===== src/rtl/cnt_bcd_mod_if.sv =====
// cnt_bcd_mod_if: control and data bundle for one BCD modulo counter stage.
// The master side drives clear/enable/step/load/direction and observes the
// BCD digits and the terminal carry. DN exists only when CNT_BCD_DOWN_EN is
// defined.
interface cnt_bcd_mod_if;
    logic       CLR;
    logic       EN;
    logic       INC;
    logic       LD;
    logic [3:0] DH;
    logic [3:0] DL;
`ifdef CNT_BCD_DOWN_EN
    logic       DN;
`endif
    logic [3:0] QH;
    logic [3:0] QL;
    logic       CA;

`ifdef CNT_BCD_DOWN_EN
    modport master (
        output CLR, EN, INC, LD, DH, DL, DN,
        input  QH, QL, CA
    );
    modport slave (
        input  CLR, EN, INC, LD, DH, DL, DN,
        output QH, QL, CA
    );
`else
    modport master (
        output CLR, EN, INC, LD, DH, DL,
        input  QH, QL, CA
    );
    modport slave (
        input  CLR, EN, INC, LD, DH, DL,
        output QH, QL, CA
    );
`endif
endinterface


===== src/rtl/cnt_bcd_mod.sv =====
// cnt_bcd_mod: two-digit BCD counter with modulus MOD (2..100), parallel
// load, manual single step and a zero-latency terminal carry for cascading.
// Optional macro CNT_BCD_DOWN_EN adds the DN direction input (down count,
// CA becomes a borrow at zero). Without it the counter counts up only.
module cnt_bcd_mod #(
    parameter int unsigned MOD     = 60,
    parameter int unsigned CA_GATE = 1
) (
    input  logic         CLK,
    input  logic         RST,
    cnt_bcd_mod_if.slave bus
);

    localparam int unsigned MAXV     = MOD - 1;
    localparam logic [3:0]  TERM_H   = 4'(MAXV / 10);
    localparam logic [3:0]  TERM_L   = 4'(MAXV % 10);
    localparam bit          HAS_TENS = (MOD > 10);
    localparam logic [7:0]  MOD_B    = 8'(MOD);

    logic [3:0] qh_q, ql_q;
    logic [3:0] qh_d, ql_d;

    logic       dn;
    logic       at_max;
    logic       at_zero;
    logic       term;
    logic       qual;
    logic       step;
    logic [7:0] ld_val;
    logic       ld_ok;
    logic [3:0] up_h, up_l;
    logic [3:0] dn_h, dn_l;

`ifdef CNT_BCD_DOWN_EN
    assign dn = bus.DN;
`else
    assign dn = 1'b0;
`endif

    assign at_max  = (qh_q == TERM_H) && (ql_q == TERM_L);
    assign at_zero = (qh_q == 4'd0) && (ql_q == 4'd0);
    assign term    = dn ? at_zero : at_max;
    assign qual    = (CA_GATE != 0) ? bus.EN : (bus.EN | bus.INC);
    assign step    = bus.EN | bus.INC;

    // Load value is only accepted when both digits are BCD and below MOD.
    assign ld_val = (8'(bus.DH) * 8'd10) + 8'(bus.DL);
    assign ld_ok  = (bus.DH <= 4'd9) && (bus.DL <= 4'd9) && (ld_val < MOD_B);

    // Carry is combinational so a cascaded stage steps on the same edge.
    assign bus.CA = term & qual & ~bus.LD & ~bus.CLR & ~RST;
    assign bus.QH = qh_q;
    assign bus.QL = ql_q;

    // Up neighbour of the current value, wrapping MOD-1 to 0.
    always_comb begin
        up_h = qh_q;
        up_l = ql_q;
        if (at_max) begin
            up_h = '0;
            up_l = '0;
        end else if (ql_q == 4'd9) begin
            up_h = qh_q + 4'd1;
            up_l = '0;
        end else begin
            up_l = ql_q + 4'd1;
        end
    end

    // Down neighbour of the current value, wrapping 0 to MOD-1.
    always_comb begin
        dn_h = qh_q;
        dn_l = ql_q;
        if (at_zero) begin
            dn_h = TERM_H;
            dn_l = TERM_L;
        end else if (ql_q == 4'd0) begin
            dn_h = qh_q - 4'd1;
            dn_l = 4'd9;
        end else begin
            dn_l = ql_q - 4'd1;
        end
    end

    // Next-state selection: clear > load > step > hold.
    always_comb begin
        qh_d = qh_q;
        ql_d = ql_q;
        if (bus.CLR) begin
            qh_d = '0;
            ql_d = '0;
        end else if (bus.LD) begin
            if (ld_ok) begin
                qh_d = bus.DH;
                ql_d = bus.DL;
            end else begin
                qh_d = '0;
                ql_d = '0;
            end
        end else if (step) begin
            if (dn) begin
                qh_d = dn_h;
                ql_d = dn_l;
            end else begin
                qh_d = up_h;
                ql_d = up_l;
            end
        end
        if (!HAS_TENS) begin
            qh_d = '0;
        end
    end

    // Digit registers with synchronous reset.
    always_ff @(posedge CLK) begin
        if (RST) begin
            qh_q <= '0;
            ql_q <= '0;
        end else begin
            qh_q <= qh_d;
            ql_q <= ql_d;
        end
    end

    a_ql_bcd : assert property (@(posedge CLK) disable iff (RST) ql_q <= 4'd9);
    a_v_lt_mod : assert property (@(posedge CLK) disable iff (RST)
        ((8'(qh_q) * 8'd10) + 8'(ql_q)) < MOD_B);
    a_ca_quiet : assert property (@(posedge CLK) (RST || bus.CLR) |-> !bus.CA);

endmodule


===== src/flat_wrapper.sv =====
// flat-port wrapper written by rule: the top's interface ports become plain ports
module cnt_bcd_mod_flat 
#(
    parameter int unsigned MOD     = 60,
    parameter int unsigned CA_GATE = 1
)
  (CLK, RST, bus_CLR, bus_EN, bus_INC, bus_LD, bus_DH, bus_DL, bus_QH, bus_QL, bus_CA);
  cnt_bcd_mod_if bus_i ();
  input  logic CLK;
  input  logic RST;
  input wire logic [$bits(bus_i.CLR)-1:0] bus_CLR;
  input wire logic [$bits(bus_i.EN)-1:0] bus_EN;
  input wire logic [$bits(bus_i.INC)-1:0] bus_INC;
  input wire logic [$bits(bus_i.LD)-1:0] bus_LD;
  input wire logic [$bits(bus_i.DH)-1:0] bus_DH;
  input wire logic [$bits(bus_i.DL)-1:0] bus_DL;
  output wire logic [$bits(bus_i.QH)-1:0] bus_QH;
  output wire logic [$bits(bus_i.QL)-1:0] bus_QL;
  output wire logic [$bits(bus_i.CA)-1:0] bus_CA;
  assign bus_i.CLR = bus_CLR;
  assign bus_i.EN = bus_EN;
  assign bus_i.INC = bus_INC;
  assign bus_i.LD = bus_LD;
  assign bus_i.DH = bus_DH;
  assign bus_i.DL = bus_DL;
  assign bus_QH = bus_i.QH;
  assign bus_QL = bus_i.QL;
  assign bus_CA = bus_i.CA;
  cnt_bcd_mod #(.MOD(MOD), .CA_GATE(CA_GATE)) u_core (.CLK(CLK), .RST(RST), .bus(bus_i));
endmodule

===== config.mk =====
export PLATFORM = sky130hd
export DESIGN_NAME = cnt_bcd_mod_flat
export DESIGN_NICKNAME = d
export VERILOG_FILES = /design/src/rtl/cnt_bcd_mod_if.sv /design/src/rtl/cnt_bcd_mod.sv /design/src/flat_wrapper.sv
export SDC_FILE = /design/constraint.sdc
export NUM_CORES = 1
export LEC_CHECK = 0
export CAP_MARGIN = 20
export CORE_UTILIZATION = 42
export DETAILED_ROUTE_END_ITERATION = 10
export PLACE_DENSITY = 0.77
export SLEW_MARGIN = 20
export SYNTH_ARGS = -nofsm -noshare
export SYNTH_HDL_FRONTEND = slang
export SYNTH_SLANG_ARGS = --single-unit

===== constraint.sdc =====
create_clock -name CLK -period 2.8 [get_ports CLK]
set_input_delay 0.56 -clock CLK [delete_from_list [all_inputs] [get_ports CLK]]
set_output_delay 0.56 -clock CLK [all_outputs]
set_load 0.005 [all_outputs]

==> results of run 1 <==
==> through the flow <==
stage | setup slack, ps | util
2_1_floorplan | 8.17 | -
3_3_place_gp | -478 | 0.645
3_5_place_dp | -590 | 0.645
4_1_cts | 50.2 | 0.674
5_1_grt | -29.7 | 0.689
6_report | 93.3 | 0.689
==> critical path, stage by stage <==
cell and delay, ps:
sky130_fd_sc_hd__clkdlybuf4s15_1 180, sky130_fd_sc_hd__ha_2 210, sky130_fd_sc_hd__ha_4 160, sky130_fd_sc_hd__fa_1 540, sky130_fd_sc_hd__o211a_1 180, sky130_fd_sc_hd__nor4bb_4 220, sky130_fd_sc_hd__nor3_2 70, sky130_fd_sc_hd__or4_4 540
sky130_fd_sc_hd__a211oi_2 190
==> worst max path at each step <==
stage,cells after the start,slack [ps],to,startpoint
2_1_floorplan,9,8,u_core.bus.QL[1]$_SDFFE_PP0P_,bus_DH[1]
3_3_place_gp,9,-480,u_core.bus.QL[1]$_SDFFE_PP0P_,bus_DH[1]
3_5_place_dp,9,-590,u_core.bus.QL[1]$_SDFFE_PP0P_,bus_DH[1]
4_1_cts,10,50,u_core.bus.QL[1]$_SDFFE_PP0P_,bus_DH[1]
5_1_grt,9,-30,u_core.bus.QL[1]$_SDFFE_PP0P_,bus_DL[2]
6_report,9,90,u_core.bus.QL[1]$_SDFFE_PP0P_,bus_DH[2]
==> sequential cells by signal, summed over array words and instances, names as in the netlist <==
name,cells
u_core.bus.QH,4
u_core.bus.QL,4
==> placed cells by master, fill, tap and decap left out, types with 2 or more instances in the layout <==
| master | instances |
|---|---|
| sky130_fd_sc_hd__dfxtp_1 | 8 |
| sky130_fd_sc_hd__a22oi_1 | 2 |
| sky130_fd_sc_hd__or2_2 | 2 |
| sky130_fd_sc_hd__clkbuf_2 | 3 |
| sky130_fd_sc_hd__clkbuf_4 | 3 |
| sky130_fd_sc_hd__inv_1 | 4 |
| sky130_fd_sc_hd__ha_4 | 3 |
| sky130_fd_sc_hd__a31oi_1 | 2 |
| sky130_fd_sc_hd__xnor2_1 | 2 |
| sky130_fd_sc_hd__o21a_1 | 2 |
| sky130_fd_sc_hd__o22ai_1 | 4 |
| sky130_fd_sc_hd__clkdlybuf4s50_1 | 18 |
| sky130_fd_sc_hd__nor2_1 | 6 |
| sky130_fd_sc_hd__o21ai_0 | 8 |
| sky130_fd_sc_hd__nand2_1 | 13 |
| sky130_fd_sc_hd__a21oi_2 | 2 |
| sky130_fd_sc_hd__nor3_1 | 6 |
| sky130_fd_sc_hd__ha_1 | 6 |
| sky130_fd_sc_hd__a21oi_1 | 5 |
| sky130_fd_sc_hd__and3_1 | 2 |
| sky130_fd_sc_hd__buf_4 | 13 |
==> final cells by class <==
type	count	area [sq um]
clock buffers	3	22.5
well taps	25	31.3
fillers	158	548
inverters	4	15.0
flip-flops and latches	8	160
multi-input cells	87	684
repair buffers	35	303
==> timing repair <==
action,CTS,global route
pin swaps,4,7
endpoints found under the setup margin,8,2
resized for setup,7,13
gates cloned,0,0
setup buffers,1,1
==> report_power, final <==
group	total, W	switching (W)	leakage (nW)	internal, W
clock network	0.0000830	0.0000343	0.0138	0.0000487
logic	0.000145	0.0000652	0.401	0.0000802
registers	0.000121	0.00000383	0.0648	0.000117
==> kinds of logic after synthesis <==
family                     Yosys count  synth area share
xor gates and xnor gates             3            0.0327
DFF                                  8             0.199
adders and majority gates           12             0.205
AOI/OAI and AO/OA                   32             0.255
and+or+nand+nor                     40             0.271
buffers and inverters                6            0.0373
==> routing by layer <==
| metal | share of wire | global-route usage |
|---|---|---|
| met3 | 0.018 | 0.0238 |
| met1 | 0.46 | 0.285 |
| met5 | 0 | 0 |
| met4 | 0.0083 | 0.0529 |
| met2 | 0.51 | 0.400 |
==> reports/summary.md, run 1 <==
The largest net degree at the start of global routing was 10. Ranked by total cell area, the synthesized netlist is headed by sky130_fd_sc_hd__dfxtp_1 20%, sky130_fd_sc_hd__ha_1 16%, sky130_fd_sc_hd__nand2_1 6.1%. The largest voltage drop on the vdd net is 0.168 mV, and the sequential area share after synthesis is 0.199. The depth of the worst register-to-register path came out at 8. By count the netlist is led by 13 x sky130_fd_sc_hd__nand2_1, 10 x sky130_fd_sc_hd__ha_1, 8 x sky130_fd_sc_hd__dfxtp_1, 8 x sky130_fd_sc_hd__o21ai_0. Hold violation total from the final report: 0.

The number of nets handed over by synthesis was 127. The startpoint identified for the worst register-to-register timing path is u_core.bus.QL[1]$_SDFFE_PP0P_. The worst setup path is captured at a flip-flop. Dividing the detail-routed wire length by the instance count gives 12.6 microns.

The portion of synthesized cell area occupied by the leading cell type came out at 0.199. The number of standard-cell rows in the floorplan is 15. The tools report the number of instances in the synthesized netlist as 101.

The smallest clock period supported by the final layout is computed as 2710 ps. The synthesized netlist contains 36 unique library cells. Yosys printed 0 warnings.

The first detailed-routing pass took 4 iterations. Across all hold checks on the routed design, the worst slack comes to 624 ps. The number of instances on the worst hold path is 2, and the achievable clock frequency is 369 MHz. The congestion estimate from routability-driven global placement came to 0.779. The initial detailed-routing violation count came out at 10. The count of port buffers added during placement works out to 22. The number of setup violations in the final report came out at 0. Excluding fillers, the count of instances in the completed layout stands at 162. After legalization and detailed placement, the total HPWL measured 1.68 mm. The wire length of the first global-routing pass is 3.40 mm, and the fraction of the cycle the final worst path needs is 0.967.

For the pin with the worst max-slew slack, the measured transition is 456 ps. The total placed cells including tap cells is 157. The power density over the cells was 287 nW/um^2.

Top-level port count: 23. 0 antenna diodes ended up in the layout. TritonCTS built the clock tree.

Once detail routing completed, the nets flagged for antenna violations numbered 0. In the post-synthesis netlist, the cell with the most instances is sky130_fd_sc_hd__nand2_1. In this run the register-to-register setup slack is 1060 ps. The placed instances occupy a cell area of 1140 sq um. Using the TritonRoute via totals, the vias-per-cell ratio works out to 5.33. In this run the worst path has a maximum fanout of 8. The clock passes through at most 2 buffers. The die is 45.8 microns wide. Clock-pin slew was measured on the worst setup and hold paths at 50 ps.

The maximum level of the CTS H-tree is 1, and the sum of negative setup slack is 0 ps. End of the worst hold path: u_core.bus.QL[0]$_SDFFE_PP0P_. At the worst endpoint, the required time is 2960 ps. The hold path startpoint was u_core.bus.QL[0]$_SDFFE_PP0P_. The die span in y was 45.8 microns. In this run the standard cell core region covers 1760 sq um. The logs give 0.223 for the overall routing resource usage and 811 for the number of global-route vias before repair. The post-synthesis async set-or-reset flop share is 0, and the post-route clock skew is 1.89 ps. The run gives 805 sq um as the mapped cell area. STA classifies the critical path startpoint as an input port.

The average footprint of a synthesized cell was 7.97 sq um. The die covers 2090 sq um. The tools report the cell leakage power as 0.480 nW. The run finished with clean final reports.

For this run, design rule violations remaining after detail routing come to 0. Path type of the worst setup path: input port to flip-flop. The end of the worst register-to-register path is u_core.bus.QH[1]$_SDFFE_PP0P_. The normalized max-slew margin was 0.694; the number of clock sinks seen by CTS was 8.

The wire length reported by the detailed router is 2.04 mm, and the summed area of non-filler cells in the final layout is 1220 sq um. Aggregate global routing overflow: 0. For the worst path arrival time, the log shows 2870 ps. Number of clock buffers inserted by TritonCTS: 3. Type of the tightest min-delay check: flip-flop to flip-flop.

The logs give 0 for the number of antenna violations at the first check in global routing and 0 for the number of pins with negative max-slew slack in the final report. Largest area contributor in the synthesized netlist: sky130_fd_sc_hd__dfxtp_1. Counting flops with a built-in enable in the synthesized netlist gives 0. In the synthesized netlist the dominant register cell turns out to be sky130_fd_sc_hd__dfxtp_1. Share of cells above drive strength 1: 0.248. The tools report the overall via count from detail_route as 864. After clock tree synthesis, the flow added hold-fix buffers numbering 0. Max-cap violations in this run came to 0. Power comes to 0.000349 W.

The net count reported at finish was 165; the area growth from synthesis to final layout was 51.2%. The run gives 0.456 as the effective utilization at floorplan. For the insertion delay to the later sink of the worst-skew pair, the log shows 240 ps.

The root buffer cell chosen for the clock tree is sky130_fd_sc_hd__clkbuf_4. The flop and latch count out of synthesis came out at 8.
Note: power is estimated with default switching activity, not from simulation.
==> inputs of run 2 (changes only) <==
--- a/config.mk
+++ b/config.mk
@@ -6,9 +6,10 @@
 export NUM_CORES = 1
 export LEC_CHECK = 0
 export CAP_MARGIN = 20
-export CORE_UTILIZATION = 42
+export CORE_MARGIN = 1
+export CORE_UTILIZATION = 40
 export DETAILED_ROUTE_END_ITERATION = 10
-export PLACE_DENSITY = 0.77
+export PLACE_DENSITY = 0.74
 export SLEW_MARGIN = 20
 export SYNTH_ARGS = -nofsm -noshare
 export SYNTH_HDL_FRONTEND = slang
==> run 2 against run 1 <==
Cell count unchanged. Via count grew 2.8%. Total power is essentially flat. Critical path depth increased by 1. Largest power group unchanged. Clock-buffer cell count stayed put. Register-to-register slack lost 250 ps.
==> reports/summary.md, run 2 (synthesis gave the netlist of run 1 again) <==
Highest metal layer with signal wires: met4. Share of cells above drive strength 1: 0.204. The via density per instance is 5.48, and the met3 wire length is 145 microns.

The fraction of the cycle the final worst path needs works out to 0.965. The leading cell type in the layout, fill and taps excluded is sky130_fd_sc_hd__clkdlybuf4s50_1. For the maximum buffer depth of the clock tree, the log shows 2. Setup repair after global routing left no endpoint under its margin.

The die footprint is 2190 sq um, and the post-route minimum period is 2700 ps. The logs give 0.225 for the overall routing resource usage and 1.04 mm for the amount of wire on met2 after detailed routing. The worst setup path is captured at a flip-flop.

The number of clock sinks seen by CTS was 8. The power density over the cells was 292 nW/um^2; the net count reported at finish was 165. The run gives 0 as the number of pins with negative max-slew slack in the final report.

Summed over all nets, the half-perimeter wirelength after detailed placement is 1.77 mm. Buffers placed on the I/O ports in this run total 22. The total chip power is 0.000349 W. The cell leakage power was 0.478 nW; the share of the core filled with cells was 0.663. The logs give 19 for the initial detailed-routing violation count and 621 ps for the worst hold margin. In this run the vertical extent of the chip is 46.8 microns. The per-cell routed wire length came out at 13.0 microns. The delay contributed by the slowest stage of the critical path was 560 ps; the largest voltage drop on the vdd net was 0.191 mV. The type of the tightest min-delay check was flip-flop to flip-flop. The largest individual stage delay along the critical path comes from the cell sky130_fd_sc_hd__or4_4.

The logs give 0.590 for the normalized max-slew margin and 2890 ps for the worst path arrival time. The critical path goes through dlygate4sd2_1 > ha_2 > ha_4 > fa_1 > o211a_1 > buf_4 > a21oi_1 > nor3_1 > or4_4 > a211oi_2. For the portion of total power attributed to sequential cells, the log shows 0.346. The worst setup path is of the input port to flip-flop kind. The clock network fraction of total power is 0.259, and the share of total power consumed by net switching is 0.308. The flow ran to the end, and the final reports show no timing, DRC or antenna violations.

The initialized floorplan defines 15 standard-cell rows. The area growth from synthesis to final layout is 48.5%. 0 antenna diodes ended up in the layout.

The tools report the maximum level of the CTS H-tree as 1. The required time of the critical path was 2990 ps. The largest net degree at the start of global routing came out at 9.

The internal power of the cells totals 0.000242 W. The run gives 888 as the overall via count from detail_route. Static timing analysis puts the maximum clock frequency at 370 MHz.

The logs give 1800 sq um for the area of the core and 0 for the number of nets still failing antenna checks after routing. The switching component of the power came out at 0.000108 W. For the count of hold buffers inserted by post-cts repair, the log shows 0. The category of cells accounting for the largest share of critical-path delay was adder cells.

Fill cells in the final layout number 159. The later pin in the worst-skew pair is clocked with a latency of 260 ps. The largest fanout on the critical path came out at 8. The kind of launch point of the worst setup path is an input port.

The post-route clock skew was 9.67 ps. The tools report the combinational group share of total power as 0.395. TritonCTS built the clock tree. The run gives 883 microns as the length of routed wiring on met1. The number of antenna violations at the first check in global routing is 0. The logs give 0 for the hold violation total from the final report and 0 for the aggregate global routing overflow. The number of global-route vias before repair was 805. The multi-input combinational cells in the finished layout cover a total of 656 sq um. During I/O placement, the number of pins put on the boundary was 23.

Wires add up to 2.10 mm. Max-cap violations in this run came to 0. The tree is rooted in a sky130_fd_sc_hd__clkbuf_4. Leaving out fill and tap cells, the most frequent cells in the layout are 18 x sky130_fd_sc_hd__clkdlybuf4s50_1, 13 x sky130_fd_sc_hd__nand2_1, 13 x sky130_fd_sc_hd__buf_4. The wire length of the first global-routing pass is 3.39 mm. After clock tree synthesis, the clock-pin slew on the worst setup and hold paths is 60 ps. Number of setup violations in the final report: 0. Buffers inserted during clock tree synthesis total 3.

For the global placer's final weighted congestion, the log shows 0.851. For the effective utilization at floorplan, the log shows 0.447. The sequential cell area was 160 sq um; the first-pass detailed-route iteration total was 4. The actual slew at the worst max-slew pin is 614 ps, and the floorplan die width is 46.8 microns. The buffers plus inverters on the worst setup path is 2. The run gives 0 as the DRC violation count after routing.
-- run 2: cell count changes in the layout (fill, tap and decap cells not counted), sizes merged --
cell / before / now
dlygate4sd2: 0 / 2
clkbuf: 6 / 4
-- run 2: path summary, 6_finish.rpt --
kind / start / slack, ps / end / cells past startpoint
setup / recovery: bus_DH[2] / 100 / u_core.bus.QL[1]$_SDFFE_PP0P_ / 10
setup reg to reg: u_core.bus.QL[0]$_SDFFE_PP0P_ / 810 / u_core.bus.QH[3]$_SDFFE_PP0P_ / 6
hold reg to reg: u_core.bus.QL[0]$_SDFFE_PP0P_ / 620 / u_core.bus.QL[0]$_SDFFE_PP0P_ / 2
hold / removal: u_core.bus.QL[0]$_SDFFE_PP0P_ / 620 / u_core.bus.QL[0]$_SDFFE_PP0P_ / 2
-- run 2: cell type report --
cell class / count / share of cell area
multi-input combinational: 87 / 0.549
clock buffer: 3 / 0.0188
timing repair buffer: 35 / 0.260
sequential: 8 / 0.134
inverter: 4 / 0.0126
tap: 25 / 0.0262
-- run 2: through the flow --
stage	std cells	setup slack, ps	setup TNS [ps]	area (sq um)
3_5_place_dp	159	-571	-4170	1150
3_3_place_gp	159	-465	-3390	1150
2_1_floorplan	101	8.17	0	820
4_1_cts	162	11.7	0	1190
5_1_grt	162	17.5	0	1190
6_report	162	96.6	0	1190
-- run 2: layer usage --
metal | global-route usage | up-vias
met5 | 0 | -
met1 | 0.262 | 400
met2 | 0.411 | 37
li1 | - | 447
met3 | 0.0346 | 4
met4 | 0.0857 | 0
-- run 2: power groups by stage --
stage / logic, W / registers, W / clock network [W]
6_report: 0.000138 / 0.000121 / 0.0000905
5_1_grt: 0.000152 / 0.000121 / 0.0000946
4_1_cts: 0.000137 / 0.000121 / 0.0000909
3_5_place_dp: 0.000135 / 0.000123 / 0
3_3_place_gp: 0.000129 / 0.000123 / 0
2_1_floorplan: 0.0000719 / 0.000123 / 0
-- run 2: worst register-to-register path, cell delays in order, from the launching register on --
cell and delay (ps):
sky130_fd_sc_hd__dfxtp_1 420, sky130_fd_sc_hd__ha_1 190, sky130_fd_sc_hd__nand3b_1 160, sky130_fd_sc_hd__o21bai_1 550, sky130_fd_sc_hd__o21ai_0 180, sky130_fd_sc_hd__a22oi_1 260, sky130_fd_sc_hd__o22ai_1 110
-- run 2: what timing repair did --
item / 4_1_cts / 5_1_grt
endpoints found under the setup margin: 8 / 4
gates resized for setup: 7 / 4
pin swaps: 4 / 5
buffers inserted: 0 / 0
